File: config.mk
export PLATFORM = sky130hd
export DESIGN_NAME = arb_mux2x1dual
export DESIGN_NICKNAME = d
export VERILOG_FILES = /design/src/rtl/arb_mux2x1dual.sv
export SDC_FILE = /design/constraint.sdc
export NUM_CORES = 1
export LEC_CHECK = 0
export ABC_AREA = 1
export BUFFER_PORTS_ARGS = -buffer_cell sky130_fd_sc_hd__buf_4
export CORE_MARGIN = 5
export CORE_UTILIZATION = 25
export CTS_CLUSTER_SIZE = 8
export DETAILED_ROUTE_END_ITERATION = 8
export PLACE_DENSITY = 0.42
export SLEW_MARGIN = 10
export SYNTH_ARGS = -nofsm -noshare
export SYNTH_HDL_FRONTEND = slang
export SYNTH_SLANG_ARGS = --single-unit
File: constraint.sdc
create_clock -name clk -period 2.3 [get_ports clk]
set_clock_uncertainty 0.05 [all_clocks]
set_input_delay 0.115 -clock clk [delete_from_list [all_inputs] [get_ports clk]]
set_output_delay 0.115 -clock clk [all_outputs]
set_load 0.03 [all_outputs]
File: src/rtl/arb_mux2x1dual.sv
// arb_mux2x1dual: round-robin, burst-limited arbiter driving a registered dual 2:1 mux output stage
module arb_mux2x1dual #(
    parameter int WIDTH     = 2,
    parameter int MAX_BURST = 2
) (
    input  logic             clk,
    input  logic             reset,
    input  logic             req0,
    input  logic [WIDTH-1:0] d0,
    output logic             ack0,
    input  logic             req1,
    input  logic [WIDTH-1:0] d1,
    output logic             ack1,
    output logic [WIDTH-1:0] dout,
    output logic             valid_out,
    input  logic             ready_out,
    output logic             selector
);
    localparam int CW = $clog2(MAX_BURST + 1);
    localparam logic [CW-1:0] MAXC = CW'(MAX_BURST);
    typedef enum logic [1:0] {IDLE, GRANT0, GRANT1} state_t;
    state_t state_q, state_d, win_st;
    logic [CW-1:0] burst_q, burst_d;
    logic [WIDTH-1:0] dout_q, dout_d;
    logic last_q, last_d, valid_q, valid_d, sel_q, sel_d;
    logic load, win1, win0, any_req;
    assign load = !valid_q || ready_out;
    assign any_req = req0 || req1;
    // requester 1 wins alone, on its unexpired burst, on 0's exhausted burst, or by idle alternation
    assign win1 = req1 && (!req0 || (state_q == GRANT1 ? burst_q < MAXC :
                                     state_q == GRANT0 ? burst_q == MAXC : !last_q));
    assign win0 = req0 && !win1;
    assign ack0 = !reset && load && win0;
    assign ack1 = !reset && load && win1;
    assign win_st = win1 ? GRANT1 : GRANT0;
    always_comb begin
        state_d = state_q;
        burst_d = burst_q;
        last_d  = last_q;
        dout_d  = dout_q;
        valid_d = valid_q;
        sel_d   = sel_q;
        if (load && any_req) begin
            dout_d  = win1 ? d1 : d0;
            valid_d = 1'b1;
            sel_d   = win1;
            state_d = win_st;
            last_d  = win1;
            burst_d = (state_q == win_st) ? (burst_q == MAXC ? burst_q : burst_q + CW'(1)) : CW'(1);
        end else if (load) begin
            valid_d = 1'b0;
            state_d = IDLE;
            burst_d = '0;
        end
    end
    always_ff @(posedge clk) begin
        if (reset) begin
            state_q <= IDLE;
            burst_q <= '0;
            last_q  <= 1'b1;
            dout_q  <= '0;
            valid_q <= 1'b0;
            sel_q   <= 1'b0;
        end else begin
            state_q <= state_d;
            burst_q <= burst_d;
            last_q  <= last_d;
            dout_q  <= dout_d;
            valid_q <= valid_d;
            sel_q   <= sel_d;
        end
    end
    assign dout      = dout_q;
    assign valid_out = valid_q;
    assign selector  = sel_q;
endmodule

==> flow_metrics.tcl <==
set metrics [dict create \
    synthesis.area_sq_um 499.2 \
    clock-sinks 9 \
    grt-ovfl-total 0 \
    reg2reg_depth 10 \
    critPathLaunchType "flip-flop" \
    htree_levels 1 \
    worstSkewPairLatency_ns 0.25 \
    period_needed_ns 1.892 \
    maxCapViolCount 0 \
    postCtsSetupRepairBufs 0 \
    finalSetupTns_ns 0 \
    synth_top_family_by_area "simple AND/OR/NAND/NOR gates" \
    synth_fa_ha_area_share_pct 2.506 \
    ctsHoldBuffers 0 \
    num_antenna_cells 0 \
    ant_nets 0 \
    min_to "state_q[1]" \
    drive_gt1_share_pct 29.35 \
    top_layer "met4" \
    grt_usage_pct 8.928 \
    hold_start "reset" \
    clkTransAtPathRegs_ns 0.06 \
    synth_cell_types 19 \
    peakVddDrop_mv 0.2768 \
    ys_ff_latch 9 \
    port_buffers 14 \
    num_rows 16 \
    core_area_sq_mm 0.001942 \
    dieArea_sq_mm 0.002990 \
    start_util_pct 25.71 \
    worstHoldPathType "in -> reg" \
    setup-violations-final 0 \
    max_freq_mhz 528.6 \
    setup_ws_ns 0.4080 \
    dp_hpwl_um 912.8 \
    cp_top_family "simple AND/OR/NAND/NOR gates" \
    via_per_inst 4.193 \
    path_cells "inv_1 -> ha_1 -> inv_1 -> nand3_1 -> nand3_2 -> nand2_2 -> nand2_2 -> inv_1 -> nor4_1 -> buf_4" \
    antenna_found_initial 0 \
    post_cts_resized 0 \
    required_ns 2.13 \
    dr.pass1.iters 3 \
    grt_pass1_wl_mm 1.918 \
    die_h_um 54.69 \
    path_buf_inv 4 \
    cts_tree "yes" \
    cp.arrival_ns 1.73 \
    crit_top_cell "inv_1" \
    p_per_area_mw_per_mm2 620.6 \
    maxSlewViolCount 0 \
    drtIter0Drc 18 \
    total_leakage_power_nw 0.3488 \
    stdcell_count 119 \
    worst_pin_slew_ns 0.3921 \
    reg2reg_from "burst_q[0]" \
    postSynthAreaPerCell_sq_um 6.746 \
    io_pins 15 \
    clockBufferDepth 2 \
    synth_compound_area_share_pct 8.772 \
    vias 499 \
    synth_warnings 0 \
    finalCritPeriodShare_pct 82.26 \
    die_w_um 54.69 \
    fin_nets 103 \
    ctsRootBufferMaster "clkbuf_4" \
    cts_inserted_buffers 3 \
    routed_wl_mm 1.088 \
    met2_length_um 495 \
    grt_max_degree 8 \
    fin_hold_ws_ns 0.02551 \
    rsz0062_at_grt "false" \
    drt-met1-wl_um 504 \
    cp_slowest_stage_delay_ns 0.35 \
    synth_xor_area_share_pct 0 \
    cp_max_fo 3 \
    rr_endpoint "burst_q[1]" \
    syn_to_final_growth_pct 33.08 \
    dp.cells 115 \
    rrSetupSlack_ns 0.74 \
    path_class "reg -> out" \
    post_synth_inst_count 74 \
    first_global_vias 487 \
    pre_cts_ws_ns 0.6945 \
    syn-num-nets 84 \
    slew_headroom_pct 73.77 \
    drc 0 \
    endpoint_kind "output pin" \
    routed-wl-met3_um 73 \
    min_path_cells 2 \
    hold_viol_final 0 \
    status "finished, final reports clean" \
    synth-simple-area-share_pct 40.60 \
    yosysSeqAreaShare_pct 36.09 \
    globalplace.congestion 0.7224 \
    synth_mux_area_share_pct 0 \
    wl_per_cell_um 9.143 \
    cp_slowest_cell "dfxtp_1" \
]
## cell families after synthesis
logic type | Yosys count
AO/OA/AOI/OAI | 8
flip-flops | 9
AND/OR/NAND/NOR | 40
buffers and inverters | 16
adder cells (fa/ha/maj) | 1
## registers in the layout, indices dropped and copies added (netlist names)
signal	count
selector	1
dout	2
burst_q	2
valid_out	1
last_q	1
state_q	2
## where the power goes
group | internal (mW) | total [mW] | switching [mW]
registers | 0.171 | 0.180 | 0.00936
clock network | 0.0664 | 0.114 | 0.0477
logic | 0.0461 | 0.118 | 0.0722
total | 0.283 | 0.412 | 0.129
## cell type report
class	instances	area (sq um)
clock buffer	4	26.28
inverter	16	60.06
fill	227	1277
multi-input combinational	49	259.0
timing repair buffer	14	105.1
sequential	9	180.2
tap	27	33.78
## synth_stat cells
library cell  number  area share [%]
nand4_2            1             2.5
nand3_1            7             7.0
nor2_4             1             2.3
o21ai_0            1             1.0
nand2_1           16              12
dfxtp_1            9              36
nand2_2            4             5.0
inv_2              1            0.75
nor4_1             1             1.3
ha_1               1             2.5
nor2_1             6             4.5
nand3b_1           1             1.5
nor2_2             1             1.3
inv_1             14              11
a21oi_2            1             1.8
nand3_2            1             2.0
a21oi_1            6             6.0
nand4_1            1             1.3
clkinv_1           1            0.75
## routing by layer
metal  GRT usage [%]  vias up
met2           15.16       11
met1           9.724      220
met3           2.452        2
met4           5.394        0
li1                -      266
met5               0        -
## worst max-delay path by stage
stage	from	end	slack [ns]	cells after the start
6_report	burst_q[0]	ack0	0.41	10
5_1_grt	burst_q[0]	ack0	0.27	10
4_1_cts	burst_q[0]	ack0	0.41	10
3_5_place_dp	burst_q[0]	ack0	0.69	10
3_3_place_gp	valid_out	ack1	0.72	8
2_1_floorplan	burst_q[0]	ack0	0.25	9
## through the flow
step	cell area (sq um)	power (mW)	utilization, %
finish	664.4	0.4123	34.21
global route	664.4	0.4489	34.21
CTS	664.4	0.4201	34.21
detailed placement	638.1	0.3033	32.86
global placement	638.1	0.3038	32.86
floorplan	499.2	0.2639	-
## placed cells by master, fill, tap and decap left out, types with 3 or more instances in the layout
master / instances
nand2_1: 16
inv_1: 14
buf_4: 14
dfxtp_1: 9
nand3_1: 7
nor2_1: 6
a21oi_1: 6
nand2_2: 4
clkbuf_4: 3
## worst reg2reg max path, delay by kind of cell, from the launching register on
family | cells | cell delay [ns]
flip-flops | 1 | 0.35
AO/OA/AOI/OAI | 1 | 0.16
buffers and inverters | 2 | 0.11
adder cells (fa/ha/maj) | 1 | 0.22
AND/OR/NAND/NOR | 6 | 0.57
(Power assumes the default switching activity.)
